## src/rtl/cic_pkg.sv

```systemverilog
`default_nettype none
// +----------------------------------------------------------------------------+
// | Module   : cic_pkg                                                         |
// | Brief    : shared constants, state encoding and helpers for the CIC        |
// |            interpolator                                                    |
// | Revision : 1.0                                                             |
// +----------------------------------------------------------------------------+
package cic_pkg;

    localparam int MAX_OS_LOG2 = 6;

    typedef enum logic [0:0] {
        IDLE = 1'b0,
        RUN  = 1'b1
    } cic_state_e;

    // os_sel values above MAX_OS_LOG2 are folded onto the largest ratio
    function automatic logic [2:0] clamp_os_sel(input logic [2:0] sel);
        return (int'(sel) > MAX_OS_LOG2) ? 3'(MAX_OS_LOG2) : sel;
    endfunction

    function automatic logic [6:0] ratio_minus1(input logic [2:0] sel);
        logic [6:0] r;
        r = 7'd1 << clamp_os_sel(sel);
        return r - 7'd1;
    endfunction

    function automatic int cic_iw(input int dw, input int stages);
        return dw + stages * 6;
    endfunction

endpackage
`default_nettype wire

```

## src/rtl/cic_int_stage.sv

```systemverilog
`default_nettype none
// +----------------------------------------------------------------------------+
// | Module   : cic_int_stage                                                   |
// | Brief    : one modulo-2^IW integrator register with enable                 |
// | Revision : 1.0                                                             |
// +----------------------------------------------------------------------------+
module cic_int_stage #(
    parameter int IW = 28
) (
    input  logic          clk,
    input  logic          reset_n,
    input  logic          i_en,
    input  logic [IW-1:0] i_din,
    output logic [IW-1:0] o_acc
);

    logic [IW-1:0] r_acc;

    always_ff @(posedge clk or negedge reset_n) begin
        if (!reset_n) begin
            r_acc <= '0;
        end else if (i_en) begin
            r_acc <= r_acc + i_din;
        end
    end

    assign o_acc = r_acc;

endmodule
`default_nettype wire

```

## src/rtl/cic_interpolator.sv

```systemverilog
`default_nettype none
// +----------------------------------------------------------------------------+
// | Module   : cic_interpolator                                                |
// | Brief    : N-stage CIC interpolator, ratio 2^os_sel, valid/ready input,    |
// |            one normalized sample per clk. Option: CIC_INTP_ROUND_EN        |
// |            (round-half-up + saturate in the normalizer).                   |
// | Revision : 1.0                                                             |
// +----------------------------------------------------------------------------+
module cic_interpolator
    import cic_pkg::*;
#(
    parameter int DW     = 16,
    parameter int STAGES = 2
) (
    input  logic          clk,
    input  logic          reset_n,
    input  logic [2:0]    os_sel,
    input  logic          in_valid,
    output logic          in_ready,
    input  logic [DW-1:0] data_in,
    output logic          out_valid,
    output logic [DW-1:0] data_out,
    output logic          underrun
);

    localparam int IW = cic_iw(DW, STAGES);

    cic_state_e    r_state;
    cic_state_e    w_state_next;
    logic [2:0]    r_sel;
    logic [5:0]    r_phase;
    logic          w_phase_last;
    logic          w_ready;
    logic          w_accept;
    logic          w_miss;
    logic          w_slot;
    logic          r_underrun;

    logic [IW-1:0] r_dly      [STAGES];
    logic [IW-1:0] w_dly_next [STAGES];
    logic [IW-1:0] w_comb_out;
    logic [IW-1:0] r_comb_q;
    logic          r_stuff;
    logic [IW-1:0] w_y        [STAGES];

    logic [DW-1:0] r_data_out;
    logic [DW-1:0] w_norm;

    assign w_phase_last = ({1'b0, r_phase} == ratio_minus1(r_sel));

    always_ff @(posedge clk or negedge reset_n) begin
        if (!reset_n) begin
            r_state <= IDLE;
        end else begin
            r_state <= w_state_next;
        end
    end

    always_comb begin
        w_state_next = r_state;
        w_ready      = 1'b0;
        w_accept     = 1'b0;
        w_miss       = 1'b0;
        case (r_state)
            IDLE: begin
                w_ready = 1'b1;
                if (in_valid) begin
                    w_accept     = 1'b1;
                    w_state_next = RUN;
                end
            end
            RUN: begin
                if (w_phase_last) begin
                    w_ready = 1'b1;
                    if (in_valid) begin
                        w_accept = 1'b1;
                    end else begin
                        w_miss = 1'b1;
                    end
                end
            end
            default: w_state_next = IDLE;
        endcase
    end

    assign w_slot   = w_accept | w_miss;
    // Gated so in_ready reads 0 while reset is held, not the IDLE value
    assign in_ready = w_ready & reset_n;

    always_ff @(posedge clk or negedge reset_n) begin
        if (!reset_n) begin
            r_sel      <= '0;
            r_phase    <= '0;
            r_underrun <= 1'b0;
        end else begin
            r_underrun <= w_miss;
            if (w_accept) begin
                r_sel <= clamp_os_sel(os_sel);
            end
            if (w_slot) begin
                r_phase <= '0;
            end else if (r_state == RUN) begin
                r_phase <= r_phase + 6'd1;
            end
        end
    end

    // Comb chain; a missed slot pushes a zero sample through it
    always_comb begin : p_comb
        logic [IW-1:0] v_acc;
        v_acc = w_accept ? {{(IW-DW){data_in[DW-1]}}, data_in} : '0;
        for (int k = 0; k < STAGES; k++) begin
            w_dly_next[k] = v_acc;
            v_acc         = v_acc - r_dly[k];
        end
        w_comb_out = v_acc;
    end

    always_ff @(posedge clk or negedge reset_n) begin
        if (!reset_n) begin
            for (int k = 0; k < STAGES; k++) begin
                r_dly[k] <= '0;
            end
            r_comb_q <= '0;
            r_stuff  <= 1'b0;
        end else begin
            r_stuff <= w_slot;
            if (w_slot) begin
                for (int k = 0; k < STAGES; k++) begin
                    r_dly[k] <= w_dly_next[k];
                end
                r_comb_q <= w_comb_out;
            end
        end
    end

    for (genvar k = 0; k < STAGES; k++) begin : g_int
        logic [IW-1:0] w_din;
        if (k == 0) begin : g_first
            assign w_din = r_stuff ? r_comb_q : '0;
        end else begin : g_chain
            assign w_din = w_y[k-1];
        end
        cic_int_stage #(
            .IW(IW)
        ) u_stage (
            .clk     (clk),
            .reset_n (reset_n),
            .i_en    (r_state == RUN),
            .i_din   (w_din),
            .o_acc   (w_y[k])
        );
    end

    logic [4:0]           w_sh;
    logic signed [IW-1:0] w_y_last;
    logic signed [IW-1:0] w_shifted;

    assign w_sh     = 5'((STAGES - 1) * int'(r_sel));
    assign w_y_last = w_y[STAGES-1];

`ifdef CIC_INTP_ROUND_EN
    localparam logic signed [IW-1:0] c_sat_max = IW'((2 ** (DW - 1)) - 1);
    localparam logic signed [IW-1:0] c_sat_min = IW'(-(2 ** (DW - 1)));

    logic signed [IW-1:0] w_rnd;
    logic signed [IW-1:0] w_sum;

    assign w_rnd     = (w_sh == 5'd0) ? '0 : (IW'(1) << (w_sh - 5'd1));
    assign w_sum     = w_y_last + w_rnd;
    assign w_shifted = w_sum >>> w_sh;

    always_comb begin
        w_norm = DW'(w_shifted);
        if (w_shifted > c_sat_max) begin
            w_norm = DW'(c_sat_max);
        end else if (w_shifted < c_sat_min) begin
            w_norm = DW'(c_sat_min);
        end
    end
`else
    assign w_shifted = w_y_last >>> w_sh;
    assign w_norm    = DW'(w_shifted);
`endif

    always_ff @(posedge clk or negedge reset_n) begin
        if (!reset_n) begin
            r_data_out <= '0;
        end else if (r_state == RUN) begin
            r_data_out <= w_norm;
        end
    end

    assign data_out  = r_data_out;
    assign out_valid = (r_state == RUN);
    assign underrun  = r_underrun;

endmodule
`default_nettype wire

```

## config.mk

```make
export PLATFORM = sky130hd
export DESIGN_NAME = cic_interpolator
export DESIGN_NICKNAME = d
export VERILOG_FILES = /design/src/rtl/cic_pkg.sv /design/src/rtl/cic_int_stage.sv /design/src/rtl/cic_interpolator.sv
export SDC_FILE = /design/constraint.sdc
export NUM_CORES = 1
export LEC_CHECK = 0
export BUFFER_PORTS_ARGS = -buffer_cell sky130_fd_sc_hd__buf_2
export CAP_MARGIN = 20
export CORE_UTILIZATION = 45
export DETAILED_ROUTE_END_ITERATION = 16
export MAX_ROUTING_LAYER = met4
export PLACE_DENSITY = 0.65
export SLEW_MARGIN = 20
export SYNTH_ARGS = -nofsm -noshare
export SYNTH_HDL_FRONTEND = slang
export SYNTH_HIERARCHICAL = 1
export SYNTH_SLANG_ARGS = --single-unit
```

## constraint.sdc

```tcl
create_clock -name clk -period 10.75 [get_ports clk]
set_input_delay 1.6125 -clock clk [delete_from_list [all_inputs] [get_ports clk]]
set_output_delay 1.6125 -clock clk [all_outputs]
set_load 0.1 [all_outputs]
```

== Yosys cells after proc, flatten, opt, wreduce, memory -nomap -nowiden ==
Cells that the tools add are included.
Storage, ports and cells
  register bits: 168
  bits in latches: 0
  bits in writable memories: 0
  bits in read-only memories: 0
  input port bits: 22
  output and inout port bits: 19
  word-level logic and storage cells: 41
  memories: 0
Operators by class
  add/sub/neg operators: 6
  $mul: 0
  div/mod/pow operators: 0
  $lt $le $gt $ge: 2
  equal/unequal tests: 1
  shifts and indexed selects: 2
  mux-type cells: 15
  bitwise operators: 3
  reductions and logical operators: 1
Operators by type and width (count)
  28-bit adder: 2
  28-bit two-way mux: 2
  28-bit subtractor: 2
  28-bit by 3-bit >>> shifter with 16-bit output: 1
  6-bit two-way mux: 2
  6-bit by 7-bit == test with 1-bit output: 1
  1-bit two-way mux: 7
  1-bit by 3-bit << shifter with 7-bit output, first input constant: 1
  7-bit by 1-bit subtractor with 7-bit output, second input constant: 1
  6-bit by 1-bit adder with 6-bit output, second input constant: 1
  3-bit greater-than comparator, second input constant: 2
  3-bit two-way mux: 2
  1-bit one-hot mux with 2 select lines: 2
  2-bit nonzero test: 1
  1-bit bitwise AND: 1
  1-bit NOT: 1
  1-bit OR: 1

== Logic depth before layout (Yosys ltp) ==
Gate-level depths: netlist (run 1).
  word-level depth: 10
  gate-level depth with buffers: 27
  mapped depth without buffers: 25

== By module ==
The synthesis (run 1) kept the hierarchy.
Modules (own cells, without submodules)
  cic_interpolator: times used 1, cells an instance 773, area each 6904.1 um2, seq. area each 2502.4 um2
  cic_int_stage: times used 2, cells an instance 308, area each 2716.4 um2, seq. area each 700.7 um2

== Worst setup path after synthesis (run 1) ==
No wires, ideal clock.
  path kind: input-to-reg
  start point: in in_valid
  end point: reg r_comb_q[27]
  setup time: 127 ps
  arrival: 5308 ps
  data required time: 10623 ps
  path slack: 5315 ps
  cell stages on the path: 23
  buffers on the path: 1
  cell sequence: inv_1 > a21oi_1 > buf_2 > nand2_1 > ha_1 > inv_1 > fa_1 > a21o_1 > a21o_1 > a21oi_2 > a21oi_1 > nand2b_1 > a31oi_1 > xnor2_1 > ha_1 > nand4_2 > nor3_2 > nor3_2 > a2111oi_4 > o2111ai_2 > a31oi_2 > or3_1 > a31oi_1
RTL lines
  from (decl): RTL line cic_interpolator.sv:18  | input logic in_valid,
  to (signal assigned): RTL line cic_interpolator.sv:132  | r_comb_q <= w_comb_out;
  to (decl): RTL line cic_interpolator.sv:42  | logic [IW-1:0] r_comb_q;

==> results.txt, run 1 <==
- The run finished with clean final reports.
- Timing would allow up to 177 MHz.
- Global-route wire length before repair: 36500 um
* Worst min-delay path category: reg -> reg
* Grt met3 use: 2.86%
* Min Clock Period, post-route: 5660 ps
- The floorplan step defined a die boundary enclosing 0.0235 mm2.
- Counting every net in the synthesized netlist gives 1254.
* Total global routing overflow: 0
- For the final routed database, the setup TNS stands at 0 ps.
* Avg Cell Area, Syn: 9.03 um2
- Number of detailed-route iterations in the first pass: 5
* M2 GR Usage: 30.2%
- TritonCTS clock tree: yes
- Clock skew on the completed layout was measured at 10.5 ps.
* Placed wire-length estimate: 16000 um
- The Yosys step of the flow raised 6 warnings.
- For this run, the post-layout net count is 1250.
- Start of the worst register-to-register path: r_sel[2]
* Max Cap Viol: 0
- For the pin with the worst max-slew slack, the measured transition is 1100 ps.
* Post-detailed-route count of antenna-violating nets: 0
- Counting stages on the worst path, the most repeated cell is sky130_fd_sc_hd__a21oi_1.
- Crit path buf inv count: 3
- For this run, design rule violations remaining after detail routing come to 0.
- Number of buffers on the longest clock path: 2
- The worst register-to-register path has a setup slack of 5090 ps.
- The critical path is of the reg -> reg type.
- Crit-path max FO: 21
- Entering global routing, the biggest net connects 72 pins.
- Starting density of the core: 45.7%
- Number of cells on the worst reg-to-reg path: 26
- The worst hold path was traced through 2 stages.
- Utilization of the core after routing: 49.3%
* Arrival @ worst endpoint: 5960 ps
* Kind of cell adding the most delay to the critical path: compound AO/OA/AOI/OAI gates
- The die is 153 um tall.
* Via count of the first global-routing pass: 7416
- Number of logic stages on the critical path including buffering: 26
- Hold_buf cts: 0
* Clock root buffer master: sky130_fd_sc_hd__clkbuf_16
- Met1 track demand over resource in global routing: 26.5%
* CTS Sinks: 136
* CTS clock-pin slew for the worst setup and hold paths: 60 ps
- For hold timing, the worst endpoint is r_comb_q[1].
- Summed over all layers, the routed wires come to 21400 um.
- Buffers inserted by post-CTS timing repair: 0
* Min-Delay Startpoint: r_comb_q[1]
- Worst relative slew slack: 26.8%
- Clk Latency, worst-skew pair: 430 ps
* Critical path's largest stage delay: 810 ps
- The repair_antennas step left the layout with diodes totalling 0.
* Number of hold violations in the final report: 0
- Post-detailed-route wirelength per cell: 14.9 um
* Initial antenna violation count: 0
- Total clock buffers created by CTS: 17
- Total standard cell area after synthesis: 0.0103 mm2
- Port buffering added 40 buffers.
* Initial detailed-routing violation count: 397
- The final critical path takes up 52.7% of the cycle.
- The layout has 2151 filler cells.
- H-tree levels: 4
- Setup repair after global routing left no endpoint under its margin.
- 41 I/O pins were placed.
- Required time reported for the critical path endpoint: 11050 ps
- Final weighted congestion of routability-driven global placement: 0.911
- R2R Path End: r_comb_q[19]
- Die W: 153 um
- The final max-slew violation count came to 0.
- Cts repair resizes: 0
* Core area: 0.0226 mm2
- Setup violations remaining at the end of the flow were counted as 0.
- Share of final-layout standard cells stronger than drive strength 1: 13.5%
- P&R area growth vs syn: 7.83%
- Critical Path Slowest Stage Cell: sky130_fd_sc_hd__dfrtp_1
* Crit path launch type: flop
- All-layer global routing usage: 19.5%
- The routed layout has 7801 vias.
- After global routing, the most crowded layer is met2.
- Vias per inst: 5.43
* Num rows: 55
* Gate Count Post-Synth: 1142
- The worst setup path is captured at a flop.
[layout by cell type (no fill, tap or decap), types with 10 or more instances in the layout]
cell	n
sky130_fd_sc_hd__nand2b_1	17
sky130_fd_sc_hd__nand3_1	18
sky130_fd_sc_hd__o21a_1	11
sky130_fd_sc_hd__mux2i_1	30
sky130_fd_sc_hd__a211oi_1	10
sky130_fd_sc_hd__and2_1	43
sky130_fd_sc_hd__nor2_1	76
sky130_fd_sc_hd__inv_1	62
sky130_fd_sc_hd__a21o_1	38
sky130_fd_sc_hd__nand2_1	111
sky130_fd_sc_hd__ha_1	86
sky130_fd_sc_hd__xnor2_1	42
sky130_fd_sc_hd__dfrtp_1	134
sky130_fd_sc_hd__nand4_1	21
sky130_fd_sc_hd__a21oi_1	104
sky130_fd_sc_hd__xor2_1	29
sky130_fd_sc_hd__o21ai_1	21
sky130_fd_sc_hd__buf_2	39
sky130_fd_sc_hd__a31oi_1	11
sky130_fd_sc_hd__o21ai_0	38
sky130_fd_sc_hd__clkbuf_16	17
sky130_fd_sc_hd__mux2_2	36
[area by class of cell]
cell class | instances | area, um2 | share of cell area, %
clock inverters | 15 | 164 | 1.47
clock buffers | 17 | 425 | 3.82
repair buffers | 43 | 229 | 2.06
inverters | 63 | 244 | 2.19
multi-input cells | 877 | 6300 | 56.6
flip-flops and latches | 136 | 3410 | 30.6
well taps | 285 | 357 | 3.21
[through the flow]
step | instances | setup slack, ps | instance area, um2 | hold WS (ps)
2_1_floorplan | 1142 | 5530 | 10300 | 431
3_3_place_gp | 1404 | 5090 | 10500 | 446
3_5_place_dp | 1404 | 4920 | 10500 | 458
4_1_cts | 1436 | 4910 | 11100 | 471
5_1_grt | 1436 | 4540 | 11100 | 486
6_report | 1436 | 5090 | 11100 | 464
[sequential cells by signal, indices dropped and copies added (netlist names)]
name	count
g_int.u_stage/o_acc	46
r_dly	39
r_comb_q	23
data_out	16
r_phase	6
r_sel	3
out_valid	1
r_stuff	1
underrun	1
[how the worst max path moves through the flow]
stage,slack (ps),endpoint,start
finish,5090,r_comb_q[19],r_sel[2]
global route,4540,r_comb_q[19],r_sel[2]
CTS,4910,r_comb_q[19],r_sel[0]
detailed placement,4920,r_comb_q[19],r_sel[0]
global placement,5090,r_comb_q[19],r_sel[0]
floorplan,5530,r_comb_q[19],in_valid
[worst reg2reg max path, delay by kind of cell, from the launching register on]
| family | cells | cell delay (ps) |
|---|---|---|
| flops | 1 | 810 |
| buf+inv | 3 | 670 |
| fa+ha+maj | 3 | 890 |
| xor+xnor | 2 | 310 |
| compound gates | 11 | 1870 |
| simple gates | 7 | 980 |
[metal layers]
metal,part of all wire [%],routed length [um]
met2,46,9820
met5,0,0
met3,2.4,504
met4,1.5,310
met1,50,10700
Power of run 1 is left out: the tool's default activity adds up to more than one toggle a clock period on the data nets, which glitch-free logic cannot reach.
==> run 2, diff against run 1 <==
--- a/config.mk
+++ b/config.mk
@@ -5,6 +5,7 @@
 export SDC_FILE = /design/constraint.sdc
 export NUM_CORES = 1
 export LEC_CHECK = 0
+export ABC_AREA = 1
 export BUFFER_PORTS_ARGS = -buffer_cell sky130_fd_sc_hd__buf_2
 export CAP_MARGIN = 20
 export CORE_UTILIZATION = 45
==> constraint.sdc (replaced) <==
create_clock -name clk -period 5.6 [get_ports clk]
set_input_delay 0.84 -clock clk [delete_from_list [all_inputs] [get_ports clk]]
set_output_delay 0.84 -clock clk [all_outputs]
set_load 0.1 [all_outputs]
==> run 2 against run 1 <==
- global-route usage is 4.0 points higher
- sequential share of layout area shrank 3.5 points
- synthesized area is 11% higher
- fmax increased by 15%
- synthesized cell count increased by 54%
- first-iteration DRC count up 88%
- core utilization grew 0.59 points
- clock skew rose by 4.9 ps
- routed wire length rose by 37%
- cell area increased by 13%
==> results.txt, run 2 <==
- Gate Count Post-Synth: 1757
* Cts repair resizes: 0
- Count of buffers inserted at the top-level ports: 40
* Avg Cell Area, Syn: 6.54 um2
- IR analysis of the VDD net gives a maximum drop of 500 uV.
* RSZ-0062 raised after global routing: false
* H-tree levels: 4
* Worst relative slew slack: 32.7%
- The worst setup path is captured at a flop.
- Post-detailed-route count of antenna-violating nets: 0
- Setup violation total in the final timing report: 0
* Skew final: 15.4 ps
- Slew @ Worst Pin: 1010 ps
- Summed over all cells, the static leakage comes to 7.08 nW.
- Utilization of the core after routing: 49.9%
- In this design, the stage delay of the slowest critical-path cell is 720 ps.
* Number of buffers on the longest clock path: 2
- 41 I/O pins were placed.
* Pin count of the biggest net entering global routing: 66
- The register with the most flip-flops in the layout has 46 of them.
- Core area: 0.0251 mm2
* Min Clock Period, post-route: 4910 ps
- The largest individual stage delay along the critical path comes from the cell sky130_fd_sc_hd__dfrtp_1.
* CTS Sinks: 136
* Commonest non-fill, non-tap cell in the layout: sky130_fd_sc_hd__nand2_1
* Hold_buf cts: 0
- In this design, the critical path's most frequently occurring cell is sky130_fd_sc_hd__nand2_1.
- The clock reaches the later pin of the worst-skew pair after 440 ps.
* Total global routing overflow: 0
- The multi-input combinational cells in the finished layout cover a total of 0.00668 mm2.
- Vias after detailed routing: 10500
- Wire length reported by the detailed router: 29300 um
* Final weighted congestion of routability-driven global placement: 0.966
- Met1 WL: 13600 um
* Worst min-delay path category: in -> async
- CTS clock-pin slew for the worst setup and hold paths: 70 ps
- Post-detailed-route wirelength per cell: 13.8 um
* Total standard cell area after synthesis: 0.0115 mm2
- Highest clock frequency the design can meet: 204 MHz
- The hold violation count in the final report came to 0.
- TritonCTS built the clock tree.
- Across the whole layout, storage elements account for 0.00340 mm2.
* Initial detailed-routing violation count: 745
- Num rows: 58
* Vias per inst: 4.94
- Clock root buffer master: sky130_fd_sc_hd__clkbuf_16
- Measured along the y axis, the die boundary spans 162 um.
* Summed negative setup slack over all endpoints: 0 ps
- STA classifies the critical path startpoint as a flop.
* Total nets after synthesis: 1869
* Die W: 162 um
- The final max-slew violation count came to 0.
* Via count of the first global-routing pass: 9712
- Across the run, the number of max-cap violations was 0.
- Placed wire-length estimate: 22800 um
* Buffers inserted by post-CTS timing repair: 0
- Required time reported for the critical path endpoint: 5920 ps
- Initial antenna violation count: 0
* All-layer global routing usage: 23.5%
- In this run the worst path has a maximum fanout of 30.
* Fill cell instance count of the final layout: 2610
- In the detailed route, the total length drawn on met2 is 14000 um.
* Power density over the cells: 739 mW/mm2
- Compared with the post-synthesis result, the final layout area differs by 9.02%.
- Wire length on met3: 1090 um
- Commonest cells after routing, fill and taps aside: 652 x sky130_fd_sc_hd__nand2_1, 299 x sky130_fd_sc_hd__inv_1, 136 x sky130_fd_sc_hd__dfrtp_1, 94 x sky130_fd_sc_hd__nor2_1, 86 x sky130_fd_sc_hd__ha_1
- The first global-routing pass estimated 47800 um of wire.
* Critical path class: reg -> reg
* Starting density of the core: 45.8%
- Layout net count: 1889
* Final antenna diode count: 0
- Counting the buffers created by CTS gives 17.
- Total Die Area: 0.0262 mm2
- Dividing the final minimum period by the clock period gives 87.7%.
- Share of final-layout standard cells stronger than drive strength 1: 6.99%
- Total of warnings raised by yosys: 6
- The highest layer touched by signal routing is met4.
- The run finished with clean final reports.
- DR DRC count: 0
- Number of detailed-route iterations in the first pass: 5
- Data arrives at the worst endpoint at 5240 ps.
[run 2: cell types whose count changed in the layout (fill, tap and decap cells not counted), sizes merged, moves of 40 or more]
| cell | delta |
|---|---|
| a21oi | -43 |
| inv | +235 |
| mux2 | -40 |
| nand2 | +550 |
| nand3 | +57 |
| o21ai | +46 |
[run 2: layout make-up]
type	instances	area share, %
Clock buffer	19	3.54
Clock inverter	11	1.58
Inverter	303	9.12
Multi-Input combinational cell	1274	53.4
Sequential cell	136	27.2
Tap cell	330	3.30
Timing Repair Buffer	45	1.95
[run 2: through the flow]
| stage | setup WS, ps | total power [W] | hold slack [ps] | std cells | area (um2) |
|---|---|---|---|---|---|
| 6_report | 689 | 0.00925 | 236 | 2118 | 12500 |
| 3_3_place_gp | 878 | 0.00791 | 466 | 2088 | 11900 |
| 5_1_grt | 10.4 | 0.0101 | 238 | 2118 | 12500 |
| 3_5_place_dp | 782 | 0.00797 | 472 | 2088 | 11900 |
| 2_1_floorplan | 1630 | 0.00661 | 449 | 1757 | 11500 |
| 4_1_cts | 763 | 0.00928 | 235 | 2118 | 12500 |
[run 2: report_power, final]
part / switching (W) / internal, W
combinational: 0.00401 / 0.00209
sequential: 0.000418 / 0.00148
clock: 0.000461 / 0.000800
total: 0.00489 / 0.00437
[run 2: final timing paths]
kind | start | end | slack, ps | cells past startpoint
max in group asynchronous | reset_n | g_int[1].u_stage/o_acc[14] | 4250 | 2
setup / recovery | r_sel[1] | r_comb_q[22] | 690 | 30
min in group clk | r_comb_q[1] | r_comb_q[1] | 480 | 2
setup reg to reg | r_sel[1] | r_comb_q[22] | 690 | 30
hold / removal | reset_n | g_int[0].u_stage/o_acc[3] | 240 | 1
hold reg to reg | r_comb_q[1] | r_comb_q[1] | 480 | 2
[run 2: routing by layer]
metal | track usage [%] | vias up
met5 | - | -
met4 | 7.29 | 0
met3 | 2.30 | 41
met2 | 39.2 | 217
met1 | 30.1 | 4705
li1 | - | 5505
[run 2: worst max-delay path: cells and delay by family (launching register included)]
| family | cells | cell delay [ps] |
|---|---|---|
| compound gates | 4 | 810 |
| xor+xnor | 1 | 180 |
| fa+ha+maj | 2 | 750 |
| buf+inv | 4 | 790 |
| flops | 1 | 720 |
| simple gates | 19 | 1550 |
Note: power is estimated with default switching activity, not from simulation.
